==> src/rtl/reg_rd_ser.sv <==
// Register read serializer: snapshots one of NREG registers and shifts it out MSB-first.
// Define REG_RD_PARITY_EN to append an even-parity bit after the data bits.
module reg_rd_ser #(
  parameter int DATA_W = 8,
  parameter int ADDR_W = 1
) (
  input  logic                             clk,
  input  logic                             rst,
  input  logic [(2**ADDR_W)*DATA_W-1:0]    regs,
  input  logic                             rd_req,
  input  logic [ADDR_W-1:0]                rd_addr,
  output logic                             busy,
  output logic                             sdo,
  output logic                             sdo_valid,
  output logic                             done
);

  localparam int NREG = 2**ADDR_W;
`ifdef REG_RD_PARITY_EN
  localparam int NBITS = DATA_W + 1;
`else
  localparam int NBITS = DATA_W;
`endif
  localparam int CNT_W = $clog2(DATA_W + 2);
  // Counter holds the number of bits still to be presented after the current one.
  localparam logic [CNT_W-1:0] CNT_LOAD = CNT_W'(NBITS - 1);

  typedef enum logic [1:0] {IDLE, SHIFT, DONE} state_t;

  state_t            state, state_next;
  logic [DATA_W-1:0] shreg, shreg_next;
  logic [DATA_W-1:0] snap;
  logic [CNT_W-1:0]  cnt, cnt_next;
  logic              busy_next, sdo_next, sdo_valid_next, done_next;
  logic [DATA_W-1:0] reg_arr [NREG];

  genvar gi;
  generate
    for (gi = 0; gi < NREG; gi++) begin : g_unpack
      assign reg_arr[gi] = regs[gi*DATA_W +: DATA_W];
    end
  endgenerate

  assign snap = reg_arr[rd_addr];

  always_ff @(posedge clk or posedge rst) begin
    if (rst) begin
      state     <= IDLE;
      shreg     <= '0;
      cnt       <= '0;
      busy      <= 1'b0;
      sdo       <= 1'b0;
      sdo_valid <= 1'b0;
      done      <= 1'b0;
    end else begin
      state     <= state_next;
      shreg     <= shreg_next;
      cnt       <= cnt_next;
      busy      <= busy_next;
      sdo       <= sdo_next;
      sdo_valid <= sdo_valid_next;
      done      <= done_next;
    end
  end

  always_comb begin
    state_next = state;
    case (state)
      IDLE:    if (rd_req) state_next = SHIFT;
      SHIFT:   if (cnt == '0) state_next = DONE;
      DONE:    state_next = IDLE;
      default: state_next = IDLE;
    endcase
  end

  always_comb begin
    shreg_next     = shreg;
    cnt_next       = cnt;
    busy_next      = 1'b0;
    sdo_next       = 1'b0;
    sdo_valid_next = 1'b0;
    done_next      = 1'b0;
    case (state)
      IDLE: begin
        if (rd_req) begin
          // MSB goes straight to sdo; the remainder (plus parity) waits in shreg.
`ifdef REG_RD_PARITY_EN
          shreg_next = (snap << 1) | DATA_W'(^snap);
`else
          shreg_next = snap << 1;
`endif
          cnt_next       = CNT_LOAD;
          busy_next      = 1'b1;
          sdo_next       = snap[DATA_W-1];
          sdo_valid_next = 1'b1;
        end
      end
      SHIFT: begin
        busy_next = 1'b1;
        if (cnt != '0) begin
          sdo_next       = shreg[DATA_W-1];
          sdo_valid_next = 1'b1;
          shreg_next     = shreg << 1;
          cnt_next       = cnt - 1'b1;
        end else begin
          done_next = 1'b1;
        end
      end
      default: ;
    endcase
  end

endmodule

==> config.mk <==
export PLATFORM = sky130hd
export DESIGN_NAME = reg_rd_ser
export DESIGN_NICKNAME = d
export VERILOG_FILES = /design/src/rtl/reg_rd_ser.sv
export SDC_FILE = /design/constraint.sdc
export NUM_CORES = 1
export LEC_CHECK = 0
export ABC_AREA = 1
export CORE_MARGIN = 4
export CORE_UTILIZATION = 32
export DETAILED_ROUTE_END_ITERATION = 16
export PLACE_DENSITY = 0.64
export SYNTH_ARGS = -nofsm -noshare
export SYNTH_HDL_FRONTEND = slang
export SYNTH_SLANG_ARGS = --single-unit
export TNS_END_PERCENT = 100
==> constraint.sdc <==
create_clock -name clk -period 1.5 [get_ports clk]
set_input_delay 0.225 -clock clk [delete_from_list [all_inputs] [get_ports clk]]
set_output_delay 0.225 -clock clk [all_outputs]
set_load 0.005 [all_outputs]
==> results of run 1 <==
how the worst max path moves through the flow:
stage	startpoint	to	slack, ns	cells past startpoint
floorplan	cnt[0]	shreg[2]	0.26	8
global placement	rd_req	cnt[2]	0.11	8
detailed placement	rd_req	cnt[2]	0.07	8
CTS	sdo_valid	sdo_valid	0.13	1
global route	cnt[1]	shreg[4]	-0.0002	6
finish	cnt[1]	cnt[3]	0.1	5
layout make-up:
class                           count  area (µm²)  area share, %
Clock buffer                        4        26.3           2.18
Inverter                           14        53.8           4.46
Multi-Input combinational cell     80         409           33.9
Sequential cell                    17         425           35.3
Tap cell                           31        38.8           3.22
Timing Repair Buffer               26         253           21.0
through the flow:
step | instances | TNS, ns
floorplan | 113 | 0
global placement | 167 | 0
detailed placement | 167 | 0
CTS | 171 | 0
global route | 172 | -0.000235
finish | 172 | 0
Yosys cell counts, types with 2 or more instances:
cell type	instances	share of area [%]
nand2_1	43	18
dfrtp_1	17	46
o21ai_0	14	7.6
inv_1	12	4.9
nor2_1	5	2.0
nand2_2	3	2.0
nand3_1	3	1.6
mux2i_1	2	2.2
nand2_4	2	2.4
worst max-delay path, delay by kind of cell (launching register included):
| kind | cells | cell delay, ns |
|---|---|---|
| AOI/OAI and AO/OA | 2 | 0.43 |
| and+or+nand+nor | 1 | 0.16 |
| buffers and inverters | 1 | 0.09 |
| adders and majority gates | 1 | 0.22 |
| DFF | 1 | 0.39 |
kinds of logic (layout without fill, tap and decap cells):
kind of cell / Yosys count / after routing / synth area share, %
simple gates: 58 / 58 / 28.6
buf+inv: 17 / 44 / 10.2
fa+ha+maj: 1 / 1 / 1.36
compound gates: 18 / 19 / 11.4
mux: 2 / 2 / 2.18
flops: 17 / 17 / 46.3
power groups by stage:
stage / clock network, mW / registers [mW] / logic (mW)
2_1_floorplan: 0 / 0.739 / 0.836
6_report: 0.242 / 0.741 / 1.04
4_1_cts: 0.254 / 0.743 / 1.03
3_5_place_dp: 0 / 0.750 / 1.02
3_3_place_gp: 0 / 0.749 / 0.993
5_1_grt: 0.277 / 0.763 / 1.20
routing by layer:
layer | up-vias | part of all wire (%) | GRT usage, %
li1 | 405 | - | -
met1 | 346 | 44 | 13.9
met2 | 18 | 47 | 20.5
met3 | 4 | 5.4 | 1.26
met4 | 0 | 3.6 | 9.09
met5 | - | 0 | 0
registers in the layout, summed over array words and instances (netlist names):
signal	count
sdo_valid	1
done	1
shreg	7
state	2
cnt	4
sdo	1
busy	1
==> qor.yml, run 1 <==
outcome: "complete, no violations"
grt_pass1_vias: 762
syn_nets: 134
place_area_um2: 1170
max_stage_delay_ns: 0.39
vias_per_cell: 4.49
peakVddDrop_v: 0.00111
vias: 773
grt_usage_pct: 12.1
hp-class: "input port to async pin"
grt_remaining_overflow: 0
path_cells: "inv_1, ha_1, nand2_2, a21oi_2, o21ai_1"
cts_hold_buf: 0
post_drt_wl_per_cell_um: 11.0
netSwitchingPower_uw: 852
ys_warn_count: 0
hold_viol_final: 0
postRouteAntennaNets: 0
boundaryPins: 24
cts_tree: "built"
coreArea_um2: 2760
dp_slack_ns: 0.0741
drcViolationCount: 0
synth-main-ff-cell: "dfrtp_1"
max-clock-path-buffers: 2
clock_skew_ns: 0.00128
netlist_instances: 113
synth_cell_type_count: 21
diodes: 0
cts_root_buffer: "clkbuf_4"
crit_path_max_fanout: 6
report.final.slew_viol_count: 0
post-cts-setup-buffer-count: 0
start_kind: "flop"
syn2layout_area_growth_pct: 31.2
dr.pass1.iters: 4
finalNetCount: 163
powerDensity_nw_per_um2: 1680
internal_power_mw: 1.18
yosysSeqAreaShare_pct: 46.3
grt_pass1_wl_mm: 3.30
antenna_found_initial: 0
fin_crit_sh_pct: 93.4
period_needed_ns: 1.40
totalWireLength_mm: 1.89
drv_cap: 0
reg2reg_to: "cnt[3]"
synth.ff_latch_count: 17
p_total_mw: 2.03
start_util_pct: 33.3
clk_latency_ns: 0.29
endpoint_kind: "flop"
fillerInstances: 290
drt_iter0_drc: 12
final_cell_mix: "nand2_1 (43), clkdlybuf4s50_1 (23), dfrtp_1 (17), o21ai_0 (14), inv_1 (12)"
max_freq_mhz: 713
p_sw_share_pct: 42.0
p_leak_nw: 0.600
cts_buffers: 3
power_frac_clock_pct: 12.0
ff2ff_path_depth: 5
r2r_slack_ns: 0.1
regToRegStartpoint: "cnt[1]"
arrival_ns: 1.58
die_area_um2: 3800
tightest_slew_ns: 0.308
die_w_um: 61.6
htreeDepth: 1
synth_edf_count: 0
hpwl_mm: 1.38
syn_avg_cell_area_um2: 8.14
layout_commonest_cell: "nand2_1"
syn-cell-area_um2: 920
final_area_um2: 1210
required_ns: 1.68
die_h_um: 61.6
final_layout_size_suffix_gt1_share_pct: 12.8
synthArstFlopShare_pct: 100
whs_ns: 0.240
cts.sinks: 17
setup_violations: 0
fin_ws_ns: 0.0984
pwr-share-comb_pct: 51.5
row_count: 19
seqPwrFrac_pct: 36.6
cts.clk_slew.worst_paths_ns: 0.09
utilization_pct: 43.7
portBuffers: 23
worstSetupPathType: "flop to flop"
gp_congestion: 0.723
relSlewSlack_pct: 79.5
ctsResizeCount: 0
slowest_stage: "dfrtp_1"
grt_max_degree: 20
No activity file was read; power rests on OpenSTA's default activity.
==> run 2, diff against run 1 <==
- CTS_BUF_LIST: default -> sky130_fd_sc_hd__clkbuf_16
- RECOVER_POWER: default -> 100
==> run 2 against run 1 <==
Global-route usage grew 0.17 points. Core utilization grew 1.5 points. Power grew 12%. Routed wire length shrank 1.1%. Critical path depth shrank 4. Die area is the same. Sequential cell count is the same. Register-to-register slack gained 0.05 ns. Via count is the same. Cell area grew 3.3%. Setup slack lost 0.0022 ns. Critical path type is now flop to output pin. Largest power group unchanged.
==> qor.yml, run 2 (same netlist as run 1, synthesis figures left out) <==
outcome: "complete, no violations"  # unchanged
htreeDepth: 1  # unchanged
rsz0062_at_grt: "false"
finalSetupTns_ns: 0  # unchanged
clk_latency_ns: 0.25  # was 0.29 ns
grt_use_met2_pct: 20.8  # was 20.5%
tightest_slew_ns: 0.884  # was 0.308 ns
crit_buf_inv: 1  # unchanged
vias_per_cell: 4.52  # was 4.49
totalWireLength_mm: 1.87  # was 1.89 mm
regToRegStartpoint: "cnt[1]"  # unchanged
required_ns: 1.27  # was 1.68 ns
finalNetCount: 162  # was 163
r2r_slack_ns: 0.15  # was 0.1 ns
boundaryPins: 24  # unchanged
max_freq_mhz: 712  # was 713 MHz
cts_buffers: 3  # unchanged
powerDensity_nw_per_um2: 1820  # was 1680 nW/µm²
largestRegisters: "shreg (7), cnt (4), state (2)"  # unchanged
met3_usage_pct: 1.26  # unchanged
diodes: 0  # unchanged
crit_path_max_fanout: 1  # was 6
row_count: 19  # unchanged
postRouteAntennaNets: 0  # unchanged
max_stage_delay_ns: 0.57  # was 0.39 ns
dr.pass1.iters: 4  # unchanged
start_util_pct: 33.3  # unchanged
grt_max_degree: 20  # unchanged
final_cell_mix: "nand2_1 (43), clkdlybuf4s50_1 (18), dfrtp_1 (17), o21ai_0 (14), inv_1 (13)"  # was nand2_1 (43), clkdlybuf4s50_1 (23), dfrtp_1 (17), o21ai_0 (14), inv_1 (12)
path_cells: "dlygate4sd3_1"  # was inv_1, ha_1, nand2_2, a21oi_2, o21ai_1
cts.clk_slew.worst_paths_ns: 0.05  # was 0.09 ns
grt_usage_pct: 12.3  # was 12.1%
cts_tree: "built"  # unchanged
antenna_found_initial: 0  # unchanged
endpoint_kind: "output pin"  # was flop
hp-class: "flop to flop"  # was input port to async pin
p_total_mw: 2.26  # was 2.03 mW
report.final.slew_viol_count: 0  # unchanged
arrival_ns: 1.18  # was 1.58 ns
die_area_um2: 3800  # unchanged
peakVddDrop_v: 0.00128  # was 0.00111 V
hpwl_mm: 1.38  # unchanged
ff2ff_path_depth: 5  # unchanged
grt_pass1_vias: 778  # was 762
coreArea_um2: 2760  # unchanged
drv_cap: 0  # unchanged
layout_commonest_cell: "nand2_1"  # unchanged
final_layout_size_suffix_gt1_share_pct: 11.4  # was 12.8%
cts_hold_buf: 0  # unchanged
fin_crit_sh_pct: 93.6  # was 93.4%
post_drt_wl_per_cell_um: 10.9  # was 11.0 µm
post-cts-setup-buffer-count: 0  # unchanged
p_leak_nw: 0.624  # was 0.600 nW
start_kind: "flop"  # unchanged
top_usage_layer: "met2"  # unchanged
worstSetupPathType: "flop to output pin"  # was flop to flop
reg2reg_to: "cnt[0]"  # was cnt[3]
syn2layout_area_growth_pct: 35.5  # was 31.2%
cts.sinks: 17  # unchanged
hold-path-endpoint: "shreg[6]"
crit_family: "buffers and inverters"  # was compound AO/OA/AOI/OAI gates
vias: 773  # unchanged
slowest_stage: "dlygate4sd3_1"  # was dfrtp_1
period_needed_ns: 1.40  # about the same
drcViolationCount: 0  # unchanged
portBuffers: 23  # unchanged
whs_path_depth: 2
gp_congestion: 0.723  # unchanged
largest_reg_flops: 7  # unchanged
clock_skew_ns: 0.00129  # was 0.00128 ns
ctsResizeCount: 0  # unchanged
regMostFlops: "shreg"  # unchanged
cts_root_buffer: "clkbuf_16"  # was clkbuf_4
met1_usage_pct: 14.1  # was 13.9%
hold_viol_final: 0  # unchanged
grt_pass1_wl_mm: 3.33  # was 3.30 mm
max-clock-path-buffers: 2  # unchanged
hold_path.startpoint: "shreg[6]"
setup_violations: 0  # unchanged
die_h_um: 61.6  # unchanged
relSlewSlack_pct: 41.1  # was 79.5%
grt_remaining_overflow: 0  # unchanged
die_w_um: 61.6  # unchanged
drt_iter0_drc: 13  # was 12
==> run 2: cell count changes in the layout (fill, tap and decap cells not counted) <==
cell / delta
inv_1: +1
clkbuf_16: +3
a21oi_2: -1
clkdlybuf4s50_1: -5
clkbuf_4: -3
dlygate4sd3_1: +5
buf_4: -1
==> run 2: worst max path at each step <==
| stage | slack (ns) | endpoint | cells past startpoint | from |
|---|---|---|---|---|
| after floorplan | 0.26 | shreg[2] | 8 | cnt[0] |
| after global placement | 0.11 | cnt[2] | 8 | rd_req |
| after detailed placement | 0.07 | cnt[2] | 8 | rd_req |
| after CTS | 0.15 | cnt[0] | 5 | cnt[1] |
| after global routing | 0.008 | cnt[0] | 5 | cnt[1] |
| final | 0.1 | sdo_valid | 1 | sdo_valid |
==> run 2: stage by stage <==
| step | area [µm²] | std cells | setup WS [ns] | hold WS [ns] | utilization, % |
|---|---|---|---|---|---|
| final | 1250 | 171 | 0.0962 | 0.480 | 45.2 |
| after detailed placement | 1170 | 167 | 0.0741 | 0.467 | 42.5 |
| after global routing | 1250 | 171 | 0.00842 | 0.504 | 45.2 |
| after global placement | 1170 | 167 | 0.107 | 0.464 | 42.5 |
| after floorplan | 920 | 113 | 0.256 | 0.151 | - |
| after CTS | 1250 | 171 | 0.149 | 0.304 | 45.3 |
==> run 2: layer usage <==
layer  part of all wire (%)  wire [µm]
met5                      0          0
met3                    5.3         99
met1                     42        782
met4                    3.1         58
met2                     50        931
==> run 2: report_power, final <==
group	internal (mW)	switching [mW]	total (mW)
clock	0.354	0.168	0.522
sequential	0.652	0.0923	0.744
combinational	0.399	0.599	0.999
total	1.40	0.860	2.26
==> run 2: final cells by class <==
type	count	area (µm²)
sequential	17	425
multi-input combinational	79	400
tap	31	38.8
clock buffer	3	75.1
clock inverter	1	3.75
fill	277	1510
inverter	14	53.8
timing repair buffer	26	249
